**src/rtl/fcu_pkg.sv**
```systemverilog
// Shared types for the round-robin credit flow control unit: port naming and lock state.
package fcu_pkg;

    localparam int NUM_PORTS_DEF = 5;

    typedef enum logic [2:0] {
        PORT_NORTH = 3'd0,
        PORT_SOUTH = 3'd1,
        PORT_EAST  = 3'd2,
        PORT_WEST  = 3'd3,
        PORT_LOCAL = 3'd4
    } port_e;

    typedef enum logic {
        LK_UNLOCKED = 1'b0,
        LK_LOCKED   = 1'b1
    } lock_e;

endpackage

```
**src/rtl/fcu_rr_arbiter.sv**
```systemverilog
// Round-robin arbiter: first masked request strictly after the pointer, wrapping modulo N.
module rr_arbiter #(
    parameter int N  = 5,
    parameter int IW = 3
) (
    input  logic [N-1:0]  req_i,
    input  logic [IW-1:0] ptr_i,
    input  logic [N-1:0]  mask_i,
    output logic [N-1:0]  gnt_o,
    output logic [IW-1:0] gnt_idx_o,
    output logic          any_o
);

    logic [N-1:0] masked;

    always_comb begin
        int idx;
        masked    = req_i & mask_i;
        gnt_o     = '0;
        gnt_idx_o = '0;
        any_o     = 1'b0;
        idx       = 0;
        for (int k = 1; k <= N; k++) begin
            idx = (int'(ptr_i) + k) % N;
            if (!any_o && masked[idx]) begin
                any_o      = 1'b1;
                gnt_o[idx] = 1'b1;
                gnt_idx_o  = IW'(idx);
            end
        end
    end

endmodule

```
**src/rtl/fcu_rr.sv**
```systemverilog
// Credit-based flow control for one NoC router: per-output credits, round-robin
// arbitration, wormhole locking until the tail flit, and a sticky error flag.
module fcu_rr
    import fcu_pkg::*;
#(
    parameter int NUM_PORTS    = NUM_PORTS_DEF,
    parameter int PORT_W       = 3,
    parameter int CREDIT_DEPTH = 4,
    parameter int CNT_W        = $clog2(CREDIT_DEPTH + 1)
) (
    input  logic                          clk,
    input  logic                          rst_n,
    input  logic [NUM_PORTS-1:0]          req_valid_i,
    input  logic [NUM_PORTS*PORT_W-1:0]   req_port_addr_i,
    input  logic [NUM_PORTS-1:0]          req_tail_i,
    input  logic [NUM_PORTS-1:0]          credit_en_i,
    output logic [NUM_PORTS-1:0]          grant_o,
    output logic [NUM_PORTS-1:0]          out_valid_o,
    output logic [NUM_PORTS*PORT_W-1:0]   xbar_sel_o,
    output logic [NUM_PORTS*CNT_W-1:0]    credit_cnt_o,
    output logic                          err_o
);

    logic [CNT_W-1:0]     credit_q [NUM_PORTS];
    logic [CNT_W-1:0]     credit_d [NUM_PORTS];
    lock_e                lock_q   [NUM_PORTS];
    lock_e                lock_d   [NUM_PORTS];
    logic [PORT_W-1:0]    owner_q  [NUM_PORTS];
    logic [PORT_W-1:0]    owner_d  [NUM_PORTS];
    logic [PORT_W-1:0]    ptr_q    [NUM_PORTS];
    logic [PORT_W-1:0]    ptr_d    [NUM_PORTS];
    logic                 err_q, err_d;

    logic [PORT_W-1:0]    addr     [NUM_PORTS];
    logic [NUM_PORTS-1:0] req_m    [NUM_PORTS];
    logic [NUM_PORTS-1:0] mask_m   [NUM_PORTS];
    logic [NUM_PORTS-1:0] gnt_m    [NUM_PORTS];
    logic [PORT_W-1:0]    gidx     [NUM_PORTS];
    logic [NUM_PORTS-1:0] any_g;

    // Out-of-range addresses never match any output index, so they are never requested.
    always_comb begin
        for (int i = 0; i < NUM_PORTS; i++) addr[i] = req_port_addr_i[i*PORT_W +: PORT_W];
        for (int o = 0; o < NUM_PORTS; o++) begin
            for (int i = 0; i < NUM_PORTS; i++) begin
                req_m[o][i]  = req_valid_i[i] && (addr[i] == PORT_W'(o)) && (credit_q[o] != '0);
                mask_m[o][i] = (lock_q[o] == LK_UNLOCKED) || (owner_q[o] == PORT_W'(i));
            end
        end
    end

    for (genvar o = 0; o < NUM_PORTS; o++) begin : g_arb
        rr_arbiter #(.N(NUM_PORTS), .IW(PORT_W)) u_arb (
            .req_i     (req_m[o]),
            .ptr_i     (ptr_q[o]),
            .mask_i    (mask_m[o]),
            .gnt_o     (gnt_m[o]),
            .gnt_idx_o (gidx[o]),
            .any_o     (any_g[o])
        );
    end

    always_comb begin
        grant_o      = '0;
        out_valid_o  = '0;
        xbar_sel_o   = '0;
        credit_cnt_o = '0;
        for (int o = 0; o < NUM_PORTS; o++) begin
            credit_cnt_o[o*CNT_W +: CNT_W] = credit_q[o];
            if (rst_n && any_g[o]) begin
                grant_o                      = grant_o | gnt_m[o];
                out_valid_o[o]               = 1'b1;
                xbar_sel_o[o*PORT_W +: PORT_W] = gidx[o];
            end
        end
    end

    assign err_o = err_q;

    always_comb begin
        err_d = err_q;
        for (int i = 0; i < NUM_PORTS; i++) begin
            if (req_valid_i[i] && int'(addr[i]) >= NUM_PORTS) err_d = 1'b1;
        end
        for (int o = 0; o < NUM_PORTS; o++) begin
            credit_d[o] = credit_q[o];
            lock_d[o]   = lock_q[o];
            owner_d[o]  = owner_q[o];
            ptr_d[o]    = ptr_q[o];
            if (any_g[o] && !credit_en_i[o]) begin
                credit_d[o] = credit_q[o] - 1'b1;
            end else if (!any_g[o] && credit_en_i[o]) begin
                if (credit_q[o] == CNT_W'(CREDIT_DEPTH)) err_d = 1'b1;
                else                                      credit_d[o] = credit_q[o] + 1'b1;
            end
            if (any_g[o]) begin
                ptr_d[o]   = gidx[o];
                owner_d[o] = gidx[o];
                lock_d[o]  = |(gnt_m[o] & req_tail_i) ? LK_UNLOCKED : LK_LOCKED;
            end
        end
    end

    always_ff @(posedge clk or negedge rst_n) begin
        if (!rst_n) begin
            for (int o = 0; o < NUM_PORTS; o++) begin
                credit_q[o] <= CNT_W'(CREDIT_DEPTH);
                lock_q[o]   <= LK_UNLOCKED;
                owner_q[o]  <= '0;
                ptr_q[o]    <= PORT_W'(NUM_PORTS - 1);
            end
            err_q <= 1'b0;
        end else begin
            for (int o = 0; o < NUM_PORTS; o++) begin
                credit_q[o] <= credit_d[o];
                lock_q[o]   <= lock_d[o];
                owner_q[o]  <= owner_d[o];
                ptr_q[o]    <= ptr_d[o];
            end
            err_q <= err_d;
        end
    end

endmodule

```
**config.mk**
```make
export PLATFORM = sky130hd
export DESIGN_NAME = fcu_rr
export DESIGN_NICKNAME = d
export VERILOG_FILES = /design/src/rtl/fcu_pkg.sv /design/src/rtl/fcu_rr_arbiter.sv /design/src/rtl/fcu_rr.sv
export SDC_FILE = /design/constraint.sdc
export NUM_CORES = 1
export LEC_CHECK = 0
export ABC_AREA = 0
export BUFFER_PORTS_ARGS = -buffer_cell sky130_fd_sc_hd__buf_2
export CORE_AREA = 2 2 192 232
export CTS_BUF_LIST = sky130_fd_sc_hd__clkbuf_16
export CTS_CLUSTER_SIZE = 28
export DETAILED_ROUTE_END_ITERATION = 10
export DIE_AREA = 0 0 194 234
export SLEW_MARGIN = 15
export SYNTH_ARGS = -nofsm -noshare
export SYNTH_HDL_FRONTEND = slang
export SYNTH_SLANG_ARGS = --single-unit
```
**constraint.sdc**
```tcl
create_clock -name clk -period 7.55 [get_ports clk]
set_input_delay 0.3775 -clock clk [delete_from_list [all_inputs] [get_ports clk]]
set_output_delay 0.3775 -clock clk [all_outputs]
set_load 0.01 [all_outputs]
```
==> results.sh <==
export IMPL_area_delta_synth_final_pct=5.489
export IMPL_ys_seq_elements=41
export IMPL_slew_headroom_pct=39.94
export IMPL_syn_inst_count=2401
export IMPL_detailroute_via_count=19420
export IMPL_timing_worst_setup_path_type="reg -> out"
export IMPL_design_core_area_mm2=0.04330
export IMPL_routed_wl_um=63160
export IMPL_synth_yosys_warnings=0
export IMPL_maxClockFrequency_mhz=140.9
export IMPL_wl_per_cell_um=21.28
export IMPL_yosys_cell_types=141
export IMPL_worst_path_buf_inv=2
export IMPL_setup_total_negative_slack_ns=0
export IMPL_clk_pin_slew_worst_paths_ns=0.08
export IMPL_critPathMostFrequentCell="ha_1"
export IMPL_dr_first_iter_drc_count=1735
export IMPL_synth_largest_area_cell="ha_1"
export IMPL_crit_path_max_delay_family="compound AO/OA/AOI/OAI gates"
export IMPL_initial_cell_density_of_the_core_pct=39.37
export IMPL_max_stage_delay_ns=0.58
export IMPL_placed_cell_area_mm2=0.01781
export IMPL_final_antenna_net_count=0
export IMPL_synth_area_leaders="ha_1 (13%), dfrtp_1 (4.6%), a21oi_1 (4.5%)"
export IMPL_final_min_period_over_clock_period_pct=93.97
export IMPL_cts_sink_count=41
export IMPL_avgSynthCellArea_um2=7.101
export IMPL_finalSetupViolations=0
export IMPL_arrival_ns=6.72
export IMPL_synth_top_area_share_pct=12.77
export IMPL_finalMaxSlewViolations=0
export IMPL_rows=84
export IMPL_cap_viol_max_count=0
export IMPL_setup_repair_after_global_routing_missed_its_margin="no"
export IMPL_design_die_area_mm2=0.04540
export IMPL_grt_first_pass_wirelength_um=98990
export IMPL_synthesis_nets=2613
export IMPL_gr_total_overflow=0
export IMPL_post_place_ws_ns=0.6051
export IMPL_post_drt_via_cell_ratio=6.543
export IMPL_netlist_area_mm2=0.01705
export IMPL_timing_hold_worst_class="in -> async"
export IMPL_required_ns=7.17
export IMPL_layout_drive_gt1_share_pct=11.09
export IMPL_cp_cell_sequence="ha_1 > xnor2_2 > inv_4 > ha_1 > o31ai_1 > o31ai_2 > xnor2_1 > ha_1 > nor2_1 > mux2_2 > a221o_1 > or2_1 > mux2_2 > a31o_2 > nor3b_1 > and3_1 > o31ai_1 > nand4_1 > buf_2"
export IMPL_antenna_found_initial=1
export IMPL_tritoncts_num_buffers=5
export IMPL_cts_path_max_buffers=2
export IMPL_yosysSeqAreaShare_pct=6.091
export IMPL_clock_tree_root_cell="clkbuf_16"
export IMPL_finalHoldViolCount=0
export IMPL_die_height_um=234
export IMPL_worst_path_max_fanout=14
export IMPL_nets=2618
export IMPL_cts_tree="built"
export IMPL_layout_setup_ws_ns=0.4553
export IMPL_drt_drc_violations_left=0
export IMPL_list_of_most_frequent_post_synthesis_cells="nand2_1 (195), ha_1 (174), inv_1 (169), nor2_1 (169), a21oi_1 (153)"
export IMPL_gp_congestion=1.008
export IMPL_synthArstFlopShare_pct=100.0
export IMPL_first_global_vias=18270
export IMPL_grt_start_max_net_pins=54
export IMPL_setup_worst_path_start_class="flop"
export IMPL_cts_htree_levels=2
export IMPL_grt_util_all_layers_pct=26.57
export IMPL_cp_slowest_cell="xnor2_1"
export IMPL_cell_with_the_most_instances_after_synthesis="nand2_1"
export IMPL_dr_pass1_iters=5
export IMPL_floorplan_io_pins=73
export IMPL_chipWidth_um=194
export IMPL_layout_min_cycle_time_ns=7.095
export IMPL_worstSetupEndpointType="primary output"
export IMPL_run_status="completed"
export IMPL_synth_main_ff_cell="dfrtp_1"
export IMPL_worst_margin_slew_ns=0.8970
export IMPL_dp_hpwl_um=50000
export IMPL_io_buffers=72
export IMPL_final_area_mm2=0.01798
export IMPL_synth_edf_count=0
export IMPL_clock_latency_ns=0.31
export IMPL_final_skew_ns=0.01024
[area by class of cell]
cell class / count / area, um2
diodes: 2 / 5.005
clock buffers: 5 / 125.1
clock inverters: 3 / 25.02
fillers: 4513 / 25320
inverters: 182 / 686.9
multi-input cells: 2061 / 14720
flip-flops and latches: 41 / 1040
well taps: 559 / 699.4
repair buffers: 115 / 685.7
[per-layer routing]
layer  global-route usage, %  routed length (um)  vias to the layer above
met1                   33.46               26430                     9327
met5                       0                   0                        -
met3                   2.876                4148                      154
li1                        -                   -                     9162
met4                   12.00                2946                        0
met2                   45.75               29640                      776
[layout by cell type (no fill, tap or decap), drive strengths merged, types with 39 or more instances in the layout]
master,instances
nor2,171
nand2b,50
o211ai,59
a31oi,46
mux2i,53
nor3,83
a21oi,156
xnor2,44
nand2,198
a211oi,42
buf,114
nand3,77
nor2b,39
inv,181
ha,174
o21ai,153
[state kept, by name (all words and copies together) (netlist names)]
signal,cells
ptr_q,5
owner_q,15
err_o,1
credit_cnt_o,15
lock_q,5
[metrics by stage]
stage	instances	utilization [%]	hold slack (ns)
5_1_grt	2967	41.53	0.5190
3_3_place_gp	2957	41.14	0.3046
4_1_cts	2966	41.50	0.4857
6_report	2968	41.53	0.5029
3_5_place_dp	2957	41.14	0.3172
2_1_floorplan	2401	-	0.08191
[timing repair]
item,CTS,global route
endpoints found under the hold margin,8,0
setup buffers,0,0
setup endpoints to repair,0,4
gates resized for setup,0,1
hold buffers,1,0
[cells by family (layout without fill, tap and decap cells)]
kind of cell | count (synthesis) | after routing | share of synthesized area (%)
other | 0 | 2 | 0
adders and majority gates | 180 | 180 | 13.47
DFF | 41 | 41 | 6.091
and+or+nand+nor | 910 | 910 | 29.00
buffers and inverters | 299 | 305 | 7.625
xor gates and xnor gates | 50 | 50 | 3.383
AOI/OAI and AO/OA | 845 | 845 | 35.53
muxes | 76 | 76 | 4.895
[final timing paths]
path                       cells past startpoint  slack (ns)     startpoint               to
min reg2reg                                    1        0.54       ptr_q[2]         ptr_q[2]
min in group clk                               3        0.51  req_tail_i[3]        lock_q[3]
max in group asynchronous                      3        6.18          rst_n  credit_cnt_o[2]
max reg2reg                                   26        0.74     owner_q[7]  credit_cnt_o[8]
max                                           19        0.46     owner_q[7]       grant_o[0]
min                                            2        0.50          rst_n       owner_q[8]
Power is not shown: default switching activity piles up to over one toggle a cycle in this logic, so the estimate is an artifact.
